File: src/rtl/spi_slave_shifter_if.sv
// Signal bundle between the SCK/CS edge detector plus host logic and the SPI slave bit engine.
// The slave modport is the bit engine. The master modport is whatever drives it: the edge detector, the host and the bench.
interface spi_slave_shifter_if #(
  parameter int SPI_MAX_WIDTH_LOG = 4
);
  localparam int MAXW = 1 << SPI_MAX_WIDTH_LOG;

  // Handshake: there is no valid/ready flow control. Every strobe is a one-cycle pulse.
  //   Inputs:  sck_first_edge, sck_second_edge, spi_start, spi_finish.
  //   Outputs: tx_load, rx_valid, frame_err.
  //   rx_data is qualified by rx_valid and is held until the next completed frame.
  logic                         cpha;
  logic [SPI_MAX_WIDTH_LOG-1:0] spi_width;
  logic                         sck_first_edge;
  logic                         sck_second_edge;
  logic                         spi_start;
  logic                         spi_finish;
  logic                         mosi;
  logic [MAXW-1:0]              tx_data;
  logic                         miso;
  logic                         tx_load;
  logic [MAXW-1:0]              rx_data;
  logic                         rx_valid;
  logic                         frame_err;
  logic                         busy;

  modport slave (
    input  cpha, spi_width, sck_first_edge, sck_second_edge, spi_start, spi_finish, mosi, tx_data,
    output miso, tx_load, rx_data, rx_valid, frame_err, busy
  );

  modport master (
    output cpha, spi_width, sck_first_edge, sck_second_edge, spi_start, spi_finish, mosi, tx_data,
    input  miso, tx_load, rx_data, rx_valid, frame_err, busy
  );
endinterface

File: src/rtl/spi_slave_shifter.sv
// SPI slave bit engine: shifts MOSI in and MISO out, MSB first, under CPHA and a per-frame width.
// o_state exposes the FSM state (0 = IDLE, 1 = ACTIVE, 2 = DONE).
module spi_slave_shifter #(
  parameter int SPI_MAX_WIDTH_LOG = 4
) (
  input  logic                clk,
  input  logic                rst_n,
  spi_slave_shifter_if.slave  bus,
  output logic [1:0]          o_state
);
  localparam int MAXW = 1 << SPI_MAX_WIDTH_LOG;
  localparam int CW   = SPI_MAX_WIDTH_LOG + 1;
  localparam logic [CW-1:0] CNT_ONE = CW'(1);

  typedef enum logic [1:0] {
    S_IDLE   = 2'd0,
    S_ACTIVE = 2'd1,
    S_DONE   = 2'd2
  } state_t;

  state_t                       r_state;
  state_t                       w_state_nxt;
  logic                         r_cpha;
  logic [SPI_MAX_WIDTH_LOG-1:0] r_width;
  logic [CW-1:0]                r_cnt;
  logic [MAXW-1:0]              r_rx_sh;
  logic [MAXW-1:0]              r_tx_sh;
  logic [MAXW-1:0]              r_rx_data;
  logic                         r_first_done;
  logic                         r_tx_load;
  logic                         r_rx_valid;
  logic                         r_frame_err;

  logic                         w_sample;
  logic                         w_drive;
  logic [CW-1:0]                w_cnt_nxt;
  logic [CW-1:0]                w_frame_len;
  logic [MAXW-1:0]              w_rx_sh_nxt;
  logic [SPI_MAX_WIDTH_LOG-1:0] w_shamt;
  logic                         w_rx_valid;
  logic                         w_frame_err;

  // Sample and drive edges only count in ACTIVE and never together with a restart.
  assign w_sample    = (r_state == S_ACTIVE) && !bus.spi_start &&
                       (r_cpha ? bus.sck_second_edge : bus.sck_first_edge);
  assign w_drive     = (r_state == S_ACTIVE) && !bus.spi_start &&
                       (r_cpha ? bus.sck_first_edge : bus.sck_second_edge);
  assign w_cnt_nxt   = r_cnt + CNT_ONE;
  assign w_frame_len = {1'b0, r_width} + CNT_ONE;
  assign w_rx_sh_nxt = {r_rx_sh[MAXW-2:0], bus.mosi};
  // MAXW-W equals the bitwise inverse of spi_width because MAXW is a power of two.
  assign w_shamt     = ~bus.spi_width;

  always_ff @(posedge clk or negedge rst_n) begin
    if (!rst_n) r_state <= S_IDLE;
    else        r_state <= w_state_nxt;
  end

  always_comb begin
    w_state_nxt = r_state;
    if (bus.spi_start) begin
      w_state_nxt = S_ACTIVE;
    end else begin
      case (r_state)
        S_ACTIVE: begin
          if (w_rx_valid)          w_state_nxt = bus.spi_finish ? S_IDLE : S_DONE;
          else if (bus.spi_finish) w_state_nxt = S_IDLE;
        end
        S_DONE:   if (bus.spi_finish) w_state_nxt = S_IDLE;
        default:  w_state_nxt = S_IDLE;
      endcase
    end
  end

  always_comb begin
    w_rx_valid  = 1'b0;
    w_frame_err = 1'b0;
    if (w_sample && (w_cnt_nxt == w_frame_len)) w_rx_valid = 1'b1;
    if ((r_state == S_ACTIVE) && bus.spi_finish && !bus.spi_start && !w_rx_valid)
      w_frame_err = 1'b1;
  end

  always_ff @(posedge clk or negedge rst_n) begin
    if (!rst_n) begin
      r_cpha       <= 1'b0;
      r_width      <= '0;
      r_cnt        <= '0;
      r_rx_sh      <= '0;
      r_tx_sh      <= '0;
      r_rx_data    <= '0;
      r_first_done <= 1'b0;
      r_tx_load    <= 1'b0;
      r_rx_valid   <= 1'b0;
      r_frame_err  <= 1'b0;
    end else begin
      r_tx_load   <= bus.spi_start;
      r_rx_valid  <= w_rx_valid;
      r_frame_err <= w_frame_err;
      if (bus.spi_start) begin
        r_cpha       <= bus.cpha;
        r_width      <= bus.spi_width;
        r_cnt        <= '0;
        r_rx_sh      <= '0;
        r_tx_sh      <= bus.tx_data << w_shamt;
        r_first_done <= 1'b0;
      end else begin
        if (w_sample) begin
          r_rx_sh <= w_rx_sh_nxt;
          r_cnt   <= w_cnt_nxt;
        end
        if (w_rx_valid) r_rx_data <= w_rx_sh_nxt;
        // Emptying the transmit shifter at frame end keeps miso low in DONE and IDLE.
        if (w_rx_valid || w_frame_err) begin
          r_tx_sh <= '0;
        end else if (w_drive) begin
          if (r_cpha && !r_first_done) r_first_done <= 1'b1;
          else                         r_tx_sh <= {r_tx_sh[MAXW-2:0], 1'b0};
        end
      end
    end
  end

  assign bus.miso      = r_tx_sh[MAXW-1];
  assign bus.tx_load   = r_tx_load;
  assign bus.rx_data   = r_rx_data;
  assign bus.rx_valid  = r_rx_valid;
  assign bus.frame_err = r_frame_err;
  assign bus.busy      = (r_state != S_IDLE);
  assign o_state       = r_state;
endmodule

File: src/flat_wrapper.sv
// flat-port wrapper written by rule: the top's interface ports become plain ports
module spi_slave_shifter_flat 
#(
  parameter int SPI_MAX_WIDTH_LOG = 4
)
  (clk, rst_n, o_state, bus_cpha, bus_spi_width, bus_sck_first_edge, bus_sck_second_edge, bus_spi_start, bus_spi_finish, bus_mosi, bus_tx_data, bus_miso, bus_tx_load, bus_rx_data, bus_rx_valid, bus_frame_err, bus_busy);
  spi_slave_shifter_if #(.SPI_MAX_WIDTH_LOG(SPI_MAX_WIDTH_LOG)) bus_i ();
  input  logic clk;
  input  logic rst_n;
  output logic [1:0] o_state;
  input wire logic [$bits(bus_i.cpha)-1:0] bus_cpha;
  input wire logic [$bits(bus_i.spi_width)-1:0] bus_spi_width;
  input wire logic [$bits(bus_i.sck_first_edge)-1:0] bus_sck_first_edge;
  input wire logic [$bits(bus_i.sck_second_edge)-1:0] bus_sck_second_edge;
  input wire logic [$bits(bus_i.spi_start)-1:0] bus_spi_start;
  input wire logic [$bits(bus_i.spi_finish)-1:0] bus_spi_finish;
  input wire logic [$bits(bus_i.mosi)-1:0] bus_mosi;
  input wire logic [$bits(bus_i.tx_data)-1:0] bus_tx_data;
  output wire logic [$bits(bus_i.miso)-1:0] bus_miso;
  output wire logic [$bits(bus_i.tx_load)-1:0] bus_tx_load;
  output wire logic [$bits(bus_i.rx_data)-1:0] bus_rx_data;
  output wire logic [$bits(bus_i.rx_valid)-1:0] bus_rx_valid;
  output wire logic [$bits(bus_i.frame_err)-1:0] bus_frame_err;
  output wire logic [$bits(bus_i.busy)-1:0] bus_busy;
  assign bus_i.cpha = bus_cpha;
  assign bus_i.spi_width = bus_spi_width;
  assign bus_i.sck_first_edge = bus_sck_first_edge;
  assign bus_i.sck_second_edge = bus_sck_second_edge;
  assign bus_i.spi_start = bus_spi_start;
  assign bus_i.spi_finish = bus_spi_finish;
  assign bus_i.mosi = bus_mosi;
  assign bus_i.tx_data = bus_tx_data;
  assign bus_miso = bus_i.miso;
  assign bus_tx_load = bus_i.tx_load;
  assign bus_rx_data = bus_i.rx_data;
  assign bus_rx_valid = bus_i.rx_valid;
  assign bus_frame_err = bus_i.frame_err;
  assign bus_busy = bus_i.busy;
  spi_slave_shifter #(.SPI_MAX_WIDTH_LOG(SPI_MAX_WIDTH_LOG)) u_core (.clk(clk), .rst_n(rst_n), .bus(bus_i), .o_state(o_state));
endmodule
File: config.mk
export PLATFORM = sky130hd
export DESIGN_NAME = spi_slave_shifter_flat
export DESIGN_NICKNAME = d
export VERILOG_FILES = /design/src/rtl/spi_slave_shifter_if.sv /design/src/rtl/spi_slave_shifter.sv /design/src/flat_wrapper.sv
export SDC_FILE = /design/constraint.sdc
export NUM_CORES = 1
export LEC_CHECK = 0
export ABC_AREA = 1
export CORE_MARGIN = 4
export CORE_UTILIZATION = 52
export CTS_CLUSTER_DIAMETER = 30
export DETAILED_ROUTE_END_ITERATION = 8
export PLACE_DENSITY_LB_ADDON = 0.15
export SLEW_MARGIN = 20
export SYNTH_ARGS = -nofsm -noshare
export SYNTH_HDL_FRONTEND = slang
export SYNTH_SLANG_ARGS = --single-unit
File: constraint.sdc
create_clock -name clk -period 3 [get_ports clk]
set_input_delay 0.45 -clock clk [delete_from_list [all_inputs] [get_ports clk]]
set_output_delay 0.45 -clock clk [all_outputs]
set_load 0.01 [all_outputs]
### Word level (Yosys, flattened, before mapping)

Index checks and enable logic that the tools add are counted.

* eq/ne operators: 5
* bitwise logic cells: 2
* magnitude comparators: 0
* multipliers: 0
* reductions and logical operators: 20
* shift-type cells: 1
* muxes and demuxes: 21
* div/mod/pow operators: 0
* add/sub/neg operators: 2

Operators with widths (count)
* two-way mux 16 bit: 4
* two-way mux 15 bit: 2
* left shift 16 x 4 -> 16 bit: 1
* two-way mux 5 bit: 2
* logical AND 1 bit: 8
* two-way mux 1 bit: 8
* two-way mux 2 bit: 4
* nonzero test 2 bit: 4
* adder 4 x 1 -> 5 bit, second input constant: 1
* adder 5 x 1 -> 5 bit, second input constant: 1
* == test 5 bit: 1
* NOT 4 bit: 1
* one-hot mux 2 bit (2 select lines): 1
* AND reduction 2 bit: 2
* zero test 1 bit: 3
* inequality test 3 x 2 -> 1 bit, second input constant: 1
* AND reduction 3 bit: 1
* nonzero test 3 bit: 1
* == test 2 x 1 -> 1 bit, second input constant: 1
* == test 2 bit, second input constant: 1
* inequality test 2 bit, second input constant: 1
* logical OR 1 bit: 1
* NOT 1 bit: 1

* register bits: 63
* bits in latches: 0
* memory bits (read-only): 0
* RAM bits: 0
* input port bits: 28
* word-level logic and storage cells: 62
* output and inout bits: 23
* memories: 0

### Logic depth before layout (Yosys ltp)

* word-level depth: 11
* gate-level depth with buffers: 13
* depth with buffers taken out: 12

### Worst setup path before layout

OpenSTA, ideal clock, no wires.

* path type: reg-to-reg
* start point: register u_core.r_state[1] (netlist: u_core.o_state[1])
* end point: register u_core.r_tx_sh[1]
* buffers on the path: 1
* stages on the path, launching flop included: 13
* required time: 2883 ps
* setup slack: 1306 ps
* clock period less this slack: 1694 ps
* arrival time: 1577 ps
* setup time: 117 ps
* path through: dfrtp_1 > inv_1 > ha_1 > nand2_2 > nor2_4 > nand2_2 > nor2_4 > nand3_4 > buf_2 > nand3_1 > nand2_1 > nand2_1 > nand2_1

* cells in the longest elaborated chain, start to end: 11
* elaborated cells on any way between the ends: 17
* those cells by class: 2 x eq/ne; 4 x mux; 11 x reduce/logical

RTL lines
* from (decl): RTL line spi_slave_shifter.sv:21 `state_t r_state;`
* from (signal assigned): RTL line spi_slave_shifter.sv:56 `else r_state <= w_state_nxt;`
* == test 2 x 1 -> 1 bit *: RTL line spi_slave_shifter.sv:44, spi_slave_shifter.sv:46, spi_slave_shifter.sv:79
* logical AND 1 bit: RTL line spi_slave_shifter.sv:44, spi_slave_shifter.sv:46
* logical AND 1 bit: RTL line spi_slave_shifter.sv:44 `assign w_sample = (r_state == S_ACTIVE) && !bus.spi_start &&`
* logical AND 1 bit: RTL line spi_slave_shifter.sv:78 `if (w_sample && (w_cnt_nxt == w_frame_len)) w_rx_valid = 1'b1;`
* two-way mux 1 bit: RTL line spi_slave_shifter.sv:78
* zero test 1 bit: RTL line spi_slave_shifter.sv:79 `if ((r_state == S_ACTIVE) && bus.spi_finish && !bus.spi_start && !w_rx_valid)`
* logical AND 1 bit: RTL line spi_slave_shifter.sv:79
* two-way mux 1 bit: RTL line spi_slave_shifter.sv:79
* logical OR 1 bit: RTL line spi_slave_shifter.sv:113 `if (w_rx_valid || w_frame_err) begin`
* inequality test 3 x 2 -> 1 bit (no source line) (tied with other cells)
* AND reduction 2 bit (no source line) / two-way mux 16 bit (equally long branches)
* to (signal assigned): RTL line spi_slave_shifter.sv:104 `r_tx_sh <= bus.tx_data << w_shamt;`
* to (signal assigned): RTL line spi_slave_shifter.sv:117 `else r_tx_sh <= {r_tx_sh[MAXW-2:0], 1'b0};`
* to (decl): RTL line spi_slave_shifter.sv:27 `logic [MAXW-1:0] r_tx_sh;`

Mark *: on every way between the ends. The rest lies on a longest branch, timed or not.
A chain may end at the register's enable or synchronous reset.

### Worst setup path in the final report

* start point: input port bus_spi_start
* end point: register u_core.r_rx_sh[13]

* cells in the longest elaborated chain, start to end: 4
* elaborated cells on any way between the ends: 5
* those cells by class: 1 x mux; 4 x reduce/logical

RTL lines
* from (decl): RTL line flat_wrapper.sv:15 `input wire logic [$bits(bus_i.spi_start)-1:0] bus_spi_start;`
* zero test 1 bit: RTL line spi_slave_shifter.sv:44
* logical AND 1 bit (2 in a row): RTL line spi_slave_shifter.sv:44
* nonzero test 2 bit (no source line)
* to (signal assigned): RTL line spi_slave_shifter.sv:108 `r_rx_sh <= w_rx_sh_nxt;`
* to (decl): RTL line spi_slave_shifter.sv:26 `logic [MAXW-1:0] r_rx_sh;`

Several ways; a longest one is shown, not always the timed one.

==> impl_metrics.env <==
export IMPL_power_frac_comb_pct=17.1
export IMPL_dp_cells=645
export IMPL_cp_endpoint="u_core.r_rx_sh[13]"
export IMPL_power_density_nw_per_um2=511.9
export IMPL_seq_area_um2=1577
export IMPL_io_buffers=50
export IMPL_place_ws_ns=0.4498
export IMPL_fin_tns_setup_ns=0
export IMPL_clk_insertion_delay_late_ns=0.35
export IMPL_cts_resized=0
export IMPL_irDropWorstVdd_mv=0.2443
export IMPL_startpoint="bus_spi_start"
export IMPL_grt_pass1_vias=3210
export IMPL_netlist_area_leader_share_pct=43.40
export IMPL_power_frac_seq_pct=41.5
export IMPL_clk_pin_slew_ns=0.08
export IMPL_grt_overflow_total=0
export IMPL_clockBufferDepth=2
export IMPL_num_rows=30
export IMPL_fmax_ghz=0.4437
export IMPL_crit_type="primary input to flip-flop"
export IMPL_syn_inst=516
export IMPL_cts_max_level=3
export IMPL_worstMarginPinSlew_ns=0.6866
export IMPL_reg2regPathDepth=7
export IMPL_route_detailed_drc=0
export IMPL_min_path_type="primary input to async pin"
export IMPL_grt_pass1_wl_um=14280
export IMPL_synth_fp_nets=549
export IMPL_fin_crit_sh_pct=75.12
export IMPL_cts_hold_buf=0
export IMPL_fin_ws_ns=0.7464
export IMPL_ant_nets=0
export IMPL_drt_iter0_drc=132
export IMPL_max_slew_margin_rel_pct=54.23
export IMPL_drv_cap=0
export IMPL_start_util_pct=53.46
export IMPL_pwr_share_clk_pct=41.4
export IMPL_p_leak_uw=0.002227
export IMPL_cp_arrival_ns=2.50
export IMPL_hpwl_um=5947
export IMPL_p_total_uw=2264
export IMPL_die_h_um=91.58
export IMPL_cp_start_kind="primary input"
export IMPL_ys_flop_type="dfrtp_1"
export IMPL_finalClockSkew_ns=0.007119
export IMPL_holdWs_ns=0.1399
export IMPL_synth_top_area_cell="dfrtp_1"
export IMPL_die_area_um2=8386
export IMPL_ios=51
export IMPL_ys_types=29
export IMPL_power_net_switching_uw=637.6
export IMPL_grt_max_degree=37
export IMPL_rsz0062_at_grt="false"
export IMPL_avgViaCountPerCell=5.106
export IMPL_setup_viol=0
export IMPL_antenna_found_initial=0
export IMPL_period_needed_ns=2.254
export IMPL_coreArea_um2=6794
export IMPL_wl_per_cell_um=12.37
export IMPL_ys_seq_elements=63
export IMPL_critPathCaptureType="flip-flop"
export IMPL_vias=3375
export IMPL_outcome="finished clean"
export IMPL_area_growth_pct=21.77
export IMPL_ys_warn_count=0
export IMPL_fin_nets=593
export IMPL_synth_area_leaders="dfrtp_1 (43%), nand2_1 (18%), nand3_1 (8.7%)"
export IMPL_synth_enable_flop_cells=0
export IMPL_synth_area_um2=3632
export IMPL_wl_um=8179
export IMPL_grt_total_usage_pct=20.94
export IMPL_cts_tree="done"
export IMPL_power_internal_uw=1627
export IMPL_worst_endpoint_required_ns=3.25
export IMPL_cts_sinks=63
export IMPL_syn_area_per_cell_um2=7.039
export IMPL_firstDrtPassIters=5
export IMPL_r2r_start="u_core.o_state[1]"
export IMPL_reg2reg_slack_ns=0.75
export IMPL_cts_root_buf="clkbuf_8"
export IMPL_instances_no_fill=661
export IMPL_cp_max_fo=20
export IMPL_diodes=0
export IMPL_sw_frac_of_total_pct=28.16
export IMPL_layout_drive_gt1_share_pct=6.372
export IMPL_gp_congestion=0.8075
export IMPL_n_fill_cell=621
export IMPL_synth_seq_area_share_pct=43.40
export IMPL_post_cts_setup_buffers=0
export IMPL_drv_slew=0
export IMPL_die_x_um=91.58
export IMPL_cts_made_buffers=9
export IMPL_r2r_end="u_core.r_rx_sh[13]"
export IMPL_synthArstFlopShare_pct=100.0
export IMPL_multi_input_area_um2=1635
export IMPL_hold_viol_final=0
[layout by cell type, fill, tap and decap left out]
cell / count
nand3_1: 63
nand4_1: 2
nand3_2: 1
ha_1: 5
a211oi_2: 1
inv_2: 2
mux2i_1: 1
clkbuf_8: 9
o21bai_1: 1
inv_8: 1
buf_4: 7
nor2_1: 29
clkdlybuf4s50_1: 49
buf_2: 1
nor3_1: 1
clkinv_4: 1
bufinv_16: 3
nor2_4: 2
o211ai_1: 4
inv_1: 74
dfrtp_1: 63
a21oi_2: 1
a21oi_1: 5
o21ai_1: 4
o22ai_1: 17
nand3_4: 1
inv_4: 1
o21ai_0: 37
inv_6: 2
nand2_1: 173
nand2_2: 3
nand3b_1: 1
[critical path, cell delays in order]
cell	delay (ns)
clkdlybuf4s50_1	0.52
inv_4	0.08
nand2_2	0.10
nor2_4	0.06
inv_1	0.44
nand2_1	0.55
o22ai_1	0.30
[logic make-up (layout without fill, tap and decap cells)]
family	after synthesis	in the layout	synth area share, %
mux	1	1	0.2756
compound gates	70	70	10.89
buf+inv	101	150	11.57
fa+ha+maj	5	5	1.722
flops	63	63	43.40
simple gates	276	276	32.14
[worst min path at each step]
stage | cells after the start | startpoint | endpoint | slack (ns)
6_report | 1 | rst_n | u_core.r_cnt[1] | 0.14
5_1_grt | 1 | rst_n | u_core.bus.rx_data[4] | 0.19
4_1_cts | 1 | rst_n | u_core.bus.frame_err | 0.15
3_5_place_dp | 2 | u_core.bus.rx_data[5] | u_core.bus.rx_data[5] | 0.47
3_3_place_gp | 2 | u_core.bus.rx_data[9] | u_core.bus.rx_data[9] | 0.46
2_1_floorplan | 0 | rst_n | u_core.bus.frame_err | 0.15
[Yosys cell counts (2+ instances only)]
| cell | n |
|---|---|
| nand2_1 | 173 |
| inv_1 | 74 |
| dfrtp_1 | 63 |
| nand3_1 | 63 |
| o21ai_0 | 37 |
| nor2_1 | 29 |
| o22ai_1 | 17 |
| buf_2 | 10 |
| clkbuf_1 | 9 |
| a21oi_1 | 5 |
| ha_1 | 5 |
| o211ai_1 | 4 |
| o21ai_1 | 4 |
| buf_6 | 3 |
| nand2_2 | 3 |
| inv_2 | 2 |
| nand4_1 | 2 |
| nor2_4 | 2 |
[state kept, by name, summed over array words and instances, names as in the netlist, 2 cells and up]
register / count
u_core.r_rx_sh: 15
u_core.r_width: 4
u_core.r_cnt: 5
u_core.r_tx_sh: 16
u_core.o_state: 2
u_core.bus.rx_data: 16
[stage by stage]
step                utilization (%)  cell area (µm²)
floorplan                         -             3632
CTS                           65.10             4423
finish                        65.10             4423
global placement              61.40             4172
global route                  65.10             4423
detailed placement            61.40             4172
[final cells by class]
type	instances	area share, %
Sequential cell	63	35.64
Tap cell	96	2.716
Multi-Input combinational cell	352	36.97
Inverter	77	6.591
Timing Repair Buffer	57	12.39
Clock buffer	9	2.801
Clock inverter	7	2.885
[power groups by stage]
stage / clock network [µW] / logic (µW) / registers [µW]
after floorplan: 0 / 239 / 958
after global placement: 0 / 385 / 953
after detailed placement: 0 / 389 / 956
after CTS: 956 / 391 / 939
after global routing: 991 / 447 / 946
final: 939 / 387 / 939
[per-layer routing]
layer | track usage, % | share of wire, % | up-vias
li1 | - | - | 1722
met1 | 25.83 | 44 | 1552
met2 | 35.73 | 51 | 86
met3 | 5.551 | 4.0 | 15
met4 | 6.407 | 1.4 | 0
met5 | 0 | 0 | -
Power figures use the tool's default switching activity.
